File: src/rtl/tick_scan_gen.sv
// tick_scan_gen: programmable tick divider with a display-scan slot counter.
// A divide counter produces a one-cycle tick every div_cur enabled cycles,
// and each tick advances scan_idx through SCAN_N slots, pulsing frame on wrap.
// New divisors are queued and only take effect at the end of a period.
// Optional feature: define TSG_CLR_EN to add the synchronous clr restart input.
module tick_scan_gen #(
  parameter int          DIV_W       = 27,
  parameter int unsigned DIV_DEFAULT = 100000000,
  parameter int          SCAN_N      = 4,
  parameter int          SCAN_W      = 2
) (
  input  logic              clk,
  input  logic              reset,
  input  logic              en,
  input  logic              div_ld,
  input  logic [DIV_W-1:0]  div_val,
`ifdef TSG_CLR_EN
  input  logic              clr,
`endif
  output logic              tick,
  output logic [SCAN_W-1:0] scan_idx,
  output logic              frame,
  output logic [DIV_W-1:0]  div_cur
);

  localparam logic [DIV_W-1:0]  DIV_INIT  = DIV_W'(DIV_DEFAULT);
  localparam logic [DIV_W-1:0]  DIV_ONE   = DIV_W'(1);
  localparam logic [SCAN_W-1:0] SCAN_LAST = SCAN_W'(SCAN_N - 1);
  localparam logic [SCAN_W-1:0] SCAN_ONE  = SCAN_W'(1);

  logic [DIV_W-1:0]  cnt_q, cnt_d;
  logic [DIV_W-1:0]  div_cur_q, div_cur_d;
  logic [DIV_W-1:0]  pend_q, pend_d;
  logic              pend_vld_q, pend_vld_d;
  logic [SCAN_W-1:0] scan_q, scan_d;
  logic              tick_q, tick_d;
  logic              frame_q, frame_d;

  logic [DIV_W-1:0]  effDiv;
  logic              termCnt;

  // Divisors of 0 and 1 both mean "tick every enabled cycle"; terminal count
  // uses >= so the counter can never run past the end of a period.
  always_comb begin
    effDiv  = (div_cur_q <= DIV_ONE) ? DIV_ONE : div_cur_q;
    termCnt = en && (cnt_q >= (effDiv - DIV_ONE));
  end

  // Next-state logic for the counter, scan slot, divisor queue and pulses.
  always_comb begin
    cnt_d      = cnt_q;
    div_cur_d  = div_cur_q;
    pend_d     = pend_q;
    pend_vld_d = pend_vld_q;
    scan_d     = scan_q;
    tick_d     = 1'b0;
    frame_d    = 1'b0;

    if (en) begin
      if (termCnt) begin
        cnt_d   = '0;
        tick_d  = 1'b1;
        frame_d = (scan_q == SCAN_LAST);
        scan_d  = (scan_q == SCAN_LAST) ? '0 : scan_q + SCAN_ONE;
      end else begin
        cnt_d = cnt_q + DIV_ONE;
      end
    end

    if (div_ld && termCnt) begin
      div_cur_d  = div_val;
      pend_vld_d = 1'b0;
    end else if (div_ld) begin
      pend_d     = div_val;
      pend_vld_d = 1'b1;
    end else if (termCnt && pend_vld_q) begin
      div_cur_d  = pend_q;
      pend_vld_d = 1'b0;
    end

`ifdef TSG_CLR_EN
    if (clr) begin
      cnt_d   = '0;
      scan_d  = '0;
      tick_d  = 1'b0;
      frame_d = 1'b0;
      if (div_ld) begin
        div_cur_d  = div_val;
        pend_vld_d = 1'b0;
      end else if (pend_vld_q) begin
        div_cur_d  = pend_q;
        pend_vld_d = 1'b0;
      end
    end
`endif
  end

  // State registers with synchronous active-low reset to the default divisor.
  always_ff @(posedge clk) begin
    if (!reset) begin
      cnt_q      <= '0;
      div_cur_q  <= DIV_INIT;
      pend_q     <= '0;
      pend_vld_q <= 1'b0;
      scan_q     <= '0;
      tick_q     <= 1'b0;
      frame_q    <= 1'b0;
    end else begin
      cnt_q      <= cnt_d;
      div_cur_q  <= div_cur_d;
      pend_q     <= pend_d;
      pend_vld_q <= pend_vld_d;
      scan_q     <= scan_d;
      tick_q     <= tick_d;
      frame_q    <= frame_d;
    end
  end

  assign tick     = tick_q;
  assign frame    = frame_q;
  assign scan_idx = scan_q;
  assign div_cur  = div_cur_q;

endmodule

File: config.mk
export PLATFORM = sky130hd
export DESIGN_NAME = tick_scan_gen
export DESIGN_NICKNAME = d
export VERILOG_FILES = /design/src/rtl/tick_scan_gen.sv
export SDC_FILE = /design/constraint.sdc
export NUM_CORES = 1
export LEC_CHECK = 0
export BUFFER_PORTS_ARGS = -buffer_cell sky130_fd_sc_hd__buf_2
export CORE_MARGIN = 1
export CORE_UTILIZATION = 25
export CTS_BUF_LIST = sky130_fd_sc_hd__clkbuf_4 sky130_fd_sc_hd__clkbuf_8 sky130_fd_sc_hd__clkbuf_16
export CTS_CLUSTER_DIAMETER = 80
export CTS_CLUSTER_SIZE = 25
export DETAILED_ROUTE_END_ITERATION = 7
export PLACE_DENSITY = 0.4
export SLEW_MARGIN = 40
export SYNTH_ARGS = -nofsm -noshare
export SYNTH_HDL_FRONTEND = slang
export SYNTH_SLANG_ARGS = --single-unit
export TNS_END_PERCENT = 1
File: constraint.sdc
create_clock -name clk -period 11.7 [get_ports clk]
set_input_delay 3.51 -clock clk [delete_from_list [all_inputs] [get_ports clk]]
set_output_delay 3.51 -clock clk [all_outputs]
set_load 0.05 [all_outputs]
==> results of run 1 <==
-- synthesized netlist by cell type (all sizes together), types with 8 or more instances --
| cell type | instances | area, sq um |
|---|---|---|
| nand2 | 112 | 428 |
| xor2 | 28 | 245 |
| nand4 | 11 | 75.1 |
| ha | 30 | 375 |
| xnor2 | 21 | 184 |
| a21oi | 12 | 60.1 |
| nand2b | 16 | 108 |
| o21ai | 9 | 45.0 |
| and3 | 9 | 56.3 |
| nor3 | 9 | 61.3 |
| o211a | 15 | 150 |
| buf | 8 | 53.8 |
| inv | 17 | 63.8 |
| clkbuf | 16 | 60.1 |
| nor2 | 50 | 195 |
| o2111ai | 12 | 105 |
| dfxtp | 86 | 1720 |
| mux2i | 46 | 460 |
-- worst register-to-register path: cells and delay by family (launching register included) --
| family | cells | cell delay (ns) |
|---|---|---|
| AND/OR/NAND/NOR | 12 | 2.61 |
| adder cells (fa/ha/maj) | 2 | 0.55 |
| XOR/XNOR | 1 | 0.14 |
| AO/OA/AOI/OAI | 4 | 1.29 |
| flip-flops | 1 | 0.38 |
-- cells by family (layout without fill, tap and decap cells) --
family	count (synthesis)	count (layout)	synth area share [%]
AOI/OAI and AO/OA	55	55	8.80
xor gates and xnor gates	49	49	9.01
DFF	86	86	36.2
buffers and inverters	41	98	3.73
and+or+nand+nor	237	237	24.8
adders and majority gates	30	30	7.88
muxes	46	46	9.67
-- area by class of cell --
cell class,count,share of cell area [%]
repair buffers,66,6.59
clock buffers,10,4.21
flip-flops and latches,86,30.3
well taps,234,5.16
multi-input cells,417,50.7
inverters,17,1.12
clock inverters,5,1.90
-- power breakdown --
group / switching (mW) / total, mW / internal, mW
Combinational: 0.0200 / 0.0357 / 0.0157
Sequential: 0.00371 / 0.303 / 0.300
Clock: 0.120 / 0.334 / 0.214
-- path summary, 6_finish.rpt --
path                              endpoint  slack (ns)
setup / recovery    cnt_q[21]$_SDFFE_PN0P_        6.56
hold / removal      pend_q[7]$_SDFFE_PN0P_        0.46
setup reg to reg  div_cur[16]$_SDFFE_PN1P_        6.66
hold reg to reg     pend_q[7]$_SDFFE_PN0P_        0.46
-- flip-flops by register name, indices dropped and copies added (netlist names) --
signal / cells
pend_vld_q: 1
frame: 1
pend_q: 27
tick: 1
scan_idx: 2
cnt_q: 27
div_cur: 27
-- routing by layer --
metal / routed length [um] / track usage [%]
met2: 5620 / 20.7
met1: 6200 / 18.1
met4: 207 / 5.55
met5: 0 / 0
met3: 318 / 2.12
-- per-stage QoR --
step	setup WS (ns)	power [mW]	cell area, sq um	instances	hold slack, ns
floorplan	6.70	0.333	4760	544	0.434
global placement	6.24	0.344	5280	818	0.441
detailed placement	6.21	0.346	5330	820	0.449
CTS	6.56	0.687	5670	835	0.458
global route	6.29	0.705	5680	835	0.477
finish	6.56	0.673	5680	835	0.457
==> flow_metrics.env, run 1 <==
export IMPL_synth_seq_cells=86
export IMPL_wl_per_cell_um=14.8
export IMPL_viasPerCell=4.57
export IMPL_clock_path_buffers=2
export IMPL_final_common_cell="nand2_1"
export IMPL_syn_nets=605
export IMPL_tns_ns=0
export IMPL_peakVddDrop_uv=71.6
export IMPL_fin_util_pct=30.3
export IMPL_multiInputGateArea_sq_um=2880
export IMPL_grt_max_degree=85
export IMPL_status="complete, no violations"
export IMPL_antenna_found_initial=0
export IMPL_cp_slowest_cell="nor2b_1"
export IMPL_die_y_um=140
export IMPL_async_reset_ff_share_pct=0
export IMPL_reg2reg_depth=19
export IMPL_cts_resized=0
export IMPL_synth_edff_count=0
export IMPL_ys_seq_area_share_pct=36.2
export IMPL_gp_congestion=0.751
export IMPL_clkTransAtPathRegs_ns=0.07
export IMPL_fp_coreArea_sq_um=18700
export IMPL_hold_buffers=0
export IMPL_worstPathCellList="buf_2 -> nand4_1 -> nor2_1 -> and3_1 -> nor2b_1 -> nor3b_1 -> xnor2_1 -> nor2_1"
export IMPL_synthCells=544
export IMPL_avgSynthCellArea_sq_um=8.75
export IMPL_slowest_delay_ns=0.44
export IMPL_slew_violations=0
export IMPL_critical_path_top_delay_family="simple AND/OR/NAND/NOR gates"
export IMPL_path_common_cell="nor2_1"
export IMPL_htreeDepth=3
export IMPL_routed_via_count=3817
export IMPL_syn_area_sq_um=4760
export IMPL_drive_gt1_share_pct=16.3
export IMPL_postCtsSetupRepairBufs=0
export IMPL_endpoint_kind="register"
export IMPL_drc=0
export IMPL_grt_pass1_vias=3689
export IMPL_clock_skew_ns=0.00767
export IMPL_syn2layout_area_growth_pct=19.2
export IMPL_max_freq_ghz=0.195
export IMPL_placementRows=50
export IMPL_dp_hpwl_um=9190
export IMPL_synth_ff_type="dfxtp_1"
export IMPL_period_needed_ns=5.14
export IMPL_start_util_pct=25.5
export IMPL_num_antenna_cells=0
export IMPL_drt_first_iter_violations=155
export IMPL_cp_required_ns=11.91
export IMPL_routed_wl_um=12300
export IMPL_die_w_um=140
export IMPL_crit_cells=8
export IMPL_whs_path_depth=2
export IMPL_cts_inserted_buffers=9
export IMPL_die_area_sq_um=19600
export IMPL_clockRootBuffer="clkbuf_16"
export IMPL_regArea_sq_um=1720
export IMPL_final_hold_viol_count=0
export IMPL_cts_tree="done"
export IMPL_worst_hold_path_type="reg2reg"
export IMPL_critPathLaunchType="input pin"
export IMPL_nets=658
export IMPL_clock_latency_ns=0.35
export IMPL_grt_usage_pct=13.3
export IMPL_p_per_area_nw_per_um2=119
export IMPL_final_cell_mix="111 x nand2_1, 86 x dfxtp_1, 61 x buf_2"
export IMPL_tightest_slew_ns=0.614
export IMPL_relSlewSlack_pct=59.0
export IMPL_maxCapViolCount=0
export IMPL_grt_remaining_overflow=0
export IMPL_timing_final_crit_share_pct=43.9
export IMPL_antenna_left=0
export IMPL_cts_sinks=86
export IMPL_synth_cell_type_count=46
export IMPL_leakagePower_nw=2.65
export IMPL_yosys_warnings=0
export IMPL_arrival_ns=5.35
export IMPL_timing_rr_start="div_cur[20]$_SDFFE_PN1P_"
export IMPL_firstDrtPassIters=4
export IMPL_grt_pass1_wl_um=19800
export IMPL_nFillCells=1978
export IMPL_hold_start="pend_q[7]$_SDFFE_PN0P_"
export IMPL_portBuffers=61
export IMPL_path_buf_inv=1
export IMPL_setup_viol=0
export IMPL_critPathMaxFanout=8
export IMPL_path_class="in2reg"
export IMPL_rsz0062_at_grt="no"
export IMPL_crit_path_start="en"
export IMPL_pin_count=62
(Power assumes the default switching activity.)
==> inputs of run 2 (changes only) <==
- clock period: 11.7 -> 5.3 ns (I/O delays scaled with it)
==> flow_metrics.env, run 2 (synthesized netlist as in run 1, its figures left out) <==
export IMPL_viasPerCell=4.57
export IMPL_start_util_pct=25.5
export IMPL_portBuffers=61
export IMPL_grt_remaining_overflow=0
export IMPL_clkTransAtPathRegs_ns=0.06
export IMPL_grt_usage_pct=12.9
export IMPL_clock_skew_ns=0.00803
export IMPL_htreeDepth=3
export IMPL_drive_gt1_share_pct=16.7
export IMPL_period_needed_ns=4.79
export IMPL_post_dp_cell_area_sq_um=5320
export IMPL_clock_path_buffers=2
export IMPL_timing_final_crit_share_pct=90.3
export IMPL_fp_coreArea_sq_um=18700
export IMPL_whs_path_depth=2
export IMPL_path_class="reg2reg"
export IMPL_clockRootBuffer="clkbuf_16"
export IMPL_antenna_left=0
export IMPL_routed_via_count=3826
export IMPL_placementRows=50
export IMPL_clock_latency_ns=0.35
export IMPL_die_area_sq_um=19600
export IMPL_grt_max_degree=57
export IMPL_nets=660
export IMPL_grt_pass1_vias=3692
export IMPL_grt_pass1_wl_um=19700
export IMPL_status="complete, no violations"
export IMPL_relSlewSlack_pct=58.9
export IMPL_place_ws_ns=0.270
export IMPL_peakVddDrop_uv=115
export IMPL_leakagePower_nw=2.63
export IMPL_hold_start="pend_q[9]$_SDFFE_PN0P_"
export IMPL_die_y_um=140
export IMPL_die_w_um=140
export IMPL_postCtsSetupRepairBufs=0
export IMPL_syn2layout_area_growth_pct=17.9
export IMPL_crit_path_start="div_cur[5]$_SDFFE_PN0P_"
export IMPL_wl_per_cell_um=14.3
export IMPL_critPathMaxFanout=14
export IMPL_final_common_cell="nand2_1"
export IMPL_rsz0062_at_grt="no"
export IMPL_critPathLaunchType="register"
export IMPL_cts_sinks=86
export IMPL_top_usage_layer="met2"
export IMPL_drc=0
export IMPL_max_freq_ghz=0.209
export IMPL_met3_usage_pct=2.09
export IMPL_setup_viol=0
export IMPL_antenna_found_initial=0
export IMPL_met1_usage_pct=17.0
export IMPL_cts_inserted_buffers=9
export IMPL_final_cell_mix="110 x nand2_1, 86 x dfxtp_1, 60 x buf_2"
export IMPL_slowest_delay_ns=0.59
export IMPL_setup_ws_ns=0.515
export IMPL_endpoint_kind="register"
export IMPL_firstDrtPassIters=6
export IMPL_slew_violations=0
export IMPL_cp_slowest_cell="or4_4"
export IMPL_num_antenna_cells=0
export IMPL_routed_wl_um=12000
export IMPL_gp_congestion=0.799
export IMPL_timing_rr_start="div_cur[5]$_SDFFE_PN0P_"
export IMPL_tns_ns=0
export IMPL_worst_hold_path_type="reg2reg"
export IMPL_p_per_area_nw_per_um2=246
export IMPL_final_hold_viol_count=0
export IMPL_cp_required_ns=5.57
export IMPL_worstPathCellList="or4_4 -> nor4_4 -> nand4_1 -> nor2_1 -> a21oi_1 -> ha_1 -> nand2_1 -> nor3_4 -> nand2_4 -> nor4_4 -> xnor2_1 -> ha_1 -> and3_1 -> nand4_1 -> nand2b_1 -> and4_1 -> a21boi_2 -> nor2b_4 -> buf_8 -> mux2i_1"
export IMPL_pin_count=62
export IMPL_grt_use_met2_pct=20.7
export IMPL_reg2reg_depth=20
export IMPL_maxCapViolCount=0
export IMPL_tightest_slew_ns=0.617
export IMPL_cts_tree="done"
export IMPL_drt_first_iter_violations=175
export IMPL_design_area_sq_um=5620
export IMPL_arrival_ns=5.06
export IMPL_dp_hpwl_um=8930
run 2: metrics by stage:
stage          hold slack [ns]  utilization, %  cells  total power, mW
2_1_floorplan            0.434               -    544            0.736
3_3_place_gp             0.441            28.3    821            0.759
3_5_place_dp             0.449            28.4    822            0.762
4_1_cts                  0.458            30.0    838             1.41
5_1_grt                  0.474            30.0    838             1.45
6_report                 0.456            30.0    838             1.38
run 2: timing repair:
item                                    4_1_cts  5_1_grt
resized for setup                             0        1
endpoints found under the setup margin        0       12
hold buffers                                  0        0
run 2: metal layers:
metal / up-vias / part of all wire [%]
met5: - / 0
met4: 0 / 2.0
met3: 16 / 2.7
met2: 54 / 45
met1: 1779 / 50
li1: 1977 / -
run 2: worst paths after layout:
path	to	slack (ns)
min	pend_q[9]$_SDFFE_PN0P_	0.46
max	pend_q[17]$_SDFFE_PN0P_	0.51
max reg2reg	pend_q[17]$_SDFFE_PN0P_	0.51
min reg2reg	pend_q[9]$_SDFFE_PN0P_	0.46
run 2: cell type report:
type,instances,area (sq um)
Clock inverter,6,61.3
Fill cell,1965,13100
Tap cell,234,293
Timing Repair Buffer,68,368
Inverter,17,63.8
Clock buffer,10,233
Sequential cell,86,1720
Multi-Input combinational cell,417,2880
run 2: report_power, final:
group | leakage, nW | total (mW) | switching, mW | internal [mW]
sequential | 0.699 | 0.670 | 0.00844 | 0.661
combinational | 1.79 | 0.0767 | 0.0436 | 0.0331
clock | 0.146 | 0.638 | 0.268 | 0.370
total | 2.63 | 1.38 | 0.320 | 1.06
run 2: critical path, delay by kind of cell, from the launching register on:
kind	cells	cell delay, ns
xor+xnor	1	0.14
simple gates	13	2.90
buf+inv	1	0.27
flops	1	0.38
fa+ha+maj	2	0.53
mux	1	0.21
compound gates	2	0.27
==> inputs of run 3 (changes only) <==
- ABC_AREA: unset -> 1
- CORE_UTILIZATION: 25 -> 40
- PLACE_DENSITY: 0.4 -> 0.57
- SLEW_MARGIN: 40 -> 20
==> flow_metrics.env, run 3 <==
export IMPL_status="complete, no violations"
export IMPL_grt_max_degree=48
export IMPL_nets=881
export IMPL_relSlewSlack_pct=45.1
export IMPL_synthDominantCellAreaShare_pct=33.0
export IMPL_hold_start="pend_q[0]$_SDFFE_PN0P_"
export IMPL_critPathLaunchType="register"
export IMPL_drive_gt1_share_pct=15.3
export IMPL_timing_final_crit_share_pct=84.3
export IMPL_peakVddDrop_uv=163
export IMPL_antenna_left=0
export IMPL_p_per_area_nw_per_um2=232
export IMPL_cts_sinks=86
export IMPL_grt_pass1_wl_um=22300
export IMPL_die_w_um=116
export IMPL_async_reset_ff_share_pct=0
export IMPL_clock_path_buffers=2
export IMPL_clock_latency_ns=0.35
export IMPL_synth_cell_type_count=39
export IMPL_rsz0062_at_grt="no"
export IMPL_clkTransAtPathRegs_ns=0.07
export IMPL_maxCapViolCount=0
export IMPL_tightest_slew_ns=0.823
export IMPL_hold_buffers=0
export IMPL_ys_seq_area_share_pct=33.0
export IMPL_final_cell_mix="174 x nand2_1, 112 x nor2_1, 93 x inv_1"
export IMPL_cts_inserted_buffers=9
export IMPL_avgSynthCellArea_sq_um=6.76
export IMPL_leakagePower_nw=2.85
export IMPL_portBuffers=61
export IMPL_endpoint_kind="register"
export IMPL_die_area_sq_um=13500
export IMPL_tns_ns=0
export IMPL_final_hold_viol_count=0
export IMPL_whs_path_depth=2
export IMPL_yosysMostFrequentCell="nand2_1"
export IMPL_rrSetupSlack_ns=0.83
export IMPL_drt_first_iter_violations=254
export IMPL_pin_count=62
export IMPL_yosys_area_top_type="dfxtp_1"
export IMPL_firstDrtPassIters=4
export IMPL_worst_hold_path_type="reg2reg"
export IMPL_clock_skew_ns=0.0106
export IMPL_yosys_warnings=0
export IMPL_routed_wl_um=13600
export IMPL_path_class="reg2reg"
export IMPL_fp_coreArea_sq_um=12700
export IMPL_max_freq_ghz=0.224
export IMPL_placementRows=41
export IMPL_grt_pass1_vias=4593
export IMPL_dp_hpwl_um=10400
export IMPL_syn_area_sq_um=5210
export IMPL_gp_congestion=0.868
export IMPL_arrival_ns=4.76
export IMPL_period_needed_ns=4.47
export IMPL_syn2layout_area_growth_pct=13.1
export IMPL_critPathMaxFanout=23
export IMPL_crit_end="pend_q[23]$_SDFFE_PN0P_"
export IMPL_r2r_end="pend_q[23]$_SDFFE_PN0P_"
export IMPL_slew_violations=0
export IMPL_reg2reg_depth=25
export IMPL_wl_per_cell_um=13.7
export IMPL_num_antenna_cells=0
export IMPL_routed_via_count=4905
export IMPL_cp_required_ns=5.59
export IMPL_crit_path_start="div_cur[4]$_SDFFE_PN0P_"
export IMPL_yosys_top_cells_count="174 x nand2_1, 112 x nor2_1, 93 x inv_1, 86 x dfxtp_1, 57 x a21oi_1"
export IMPL_viasPerCell=4.92
export IMPL_design_area_sq_um=5890
export IMPL_die_y_um=116
export IMPL_synth_edff_count=0
export IMPL_htreeDepth=3
export IMPL_start_util_pct=41.1
export IMPL_timing_rr_start="div_cur[4]$_SDFFE_PN0P_"
export IMPL_power_mw=1.37
export IMPL_post_dp_cell_area_sq_um=5610
export IMPL_synthCells=771
export IMPL_synth_ff_type="dfxtp_1"
export IMPL_syn_nets=832
export IMPL_cts_resized=0
export IMPL_setup_viol=0
export IMPL_grt_usage_pct=21.6
export IMPL_synth_area_leaders="dfxtp_1 33%, nand2_1 13%, nor2_1 8.1%, ha_1 7.2%, inv_1 6.7%"
export IMPL_synth_seq_cells=86
export IMPL_grt_remaining_overflow=0
export IMPL_antenna_found_initial=0
export IMPL_drc=0
export IMPL_final_common_cell="nand2_1"
export IMPL_cts_tree="done"
export IMPL_postCtsSetupRepairBufs=0
export IMPL_clockRootBuffer="clkbuf_16"
run 3: changes by cell type in the layout (fill, tap and decap cells not counted), moves of 14 or more:
cell	delta
o21ai_0	+24
o211a_1	-15
nand3_1	+15
mux2i_1	-46
xnor2_1	-14
or2_2	+21
a21oi_1	+46
nor2_1	+63
nor3_1	+14
nand2_1	+64
inv_1	+76
nand2b_1	-15
run 3: area by class of cell:
type,count,area [sq um]
clock inverter,7,56.3
tap,172,215
inverter,97,364
sequential,86,1720
timing repair buffer,61,305
fill,1344,6780
clock buffer,9,225
multi-input combinational,565,3000
run 3: kinds of logic after synthesis:
logic type | synth area share [%]
flops | 33.0
buf+inv | 9.32
xor+xnor | 5.04
simple gates | 34.2
fa+ha+maj | 7.20
compound gates | 11.2
run 3: routing by layer:
| layer | track usage, % | part of all wire, % | wire length, um |
|---|---|---|---|
| met1 | 27.5 | 48 | 6480 |
| met2 | 36.7 | 47 | 6430 |
| met3 | 4.15 | 3.7 | 498 |
| met4 | 6.84 | 1.6 | 221 |
| met5 | 0 | 0 | 0 |
run 3: power by group:
part / switching (mW) / leakage [nW] / internal, mW / total [mW]
clock: 0.296 / 0.142 / 0.325 / 0.620
sequential: 0.00674 / 0.701 / 0.662 / 0.669
combinational: 0.0494 / 2.01 / 0.0282 / 0.0776
run 3: worst min-delay path by stage:
stage / endpoint
2_1_floorplan: pend_q[3]$_SDFFE_PN0P_
3_3_place_gp: pend_q[10]$_SDFFE_PN0P_
3_5_place_dp: pend_q[0]$_SDFFE_PN0P_
4_1_cts: pend_q[0]$_SDFFE_PN0P_
5_1_grt: pend_q[2]$_SDFFE_PN0P_
6_report: pend_q[0]$_SDFFE_PN0P_
run 3: critical path, cell delays in order (launching register included):
cell,delay (ns)
dfxtp_1,0.46
inv_1,0.09
nand2_1,0.12
inv_1,0.05
nand3_1,0.06
or2_2,0.11
o21ai_2,0.08
inv_2,0.11
ha_1,0.19
nand3_1,0.17
nor4_4,0.29
nand4_2,0.21
nor2_2,0.23
nand4_1,0.13
xor2_1,0.16
ha_1,0.31
a21o_1,0.19
nor2_1,0.09
nand2_1,0.06
a21oi_1,0.15
nand3_2,0.19
nand2_4,0.14
nand2_2,0.26
inv_2,0.34
nor2_1,0.08
nor2_1,0.11
run 3: metrics by stage:
stage          util, %  worst slack, ns  hold slack [ns]  std cells
6_report          46.5            0.833            0.452        997
3_5_place_dp      44.3            0.861            0.447        981
2_1_floorplan        -             1.22            0.430        771
3_3_place_gp      44.3            0.898            0.439        981
5_1_grt           46.5            0.409            0.482        997
4_1_cts           46.5            0.814            0.458        997
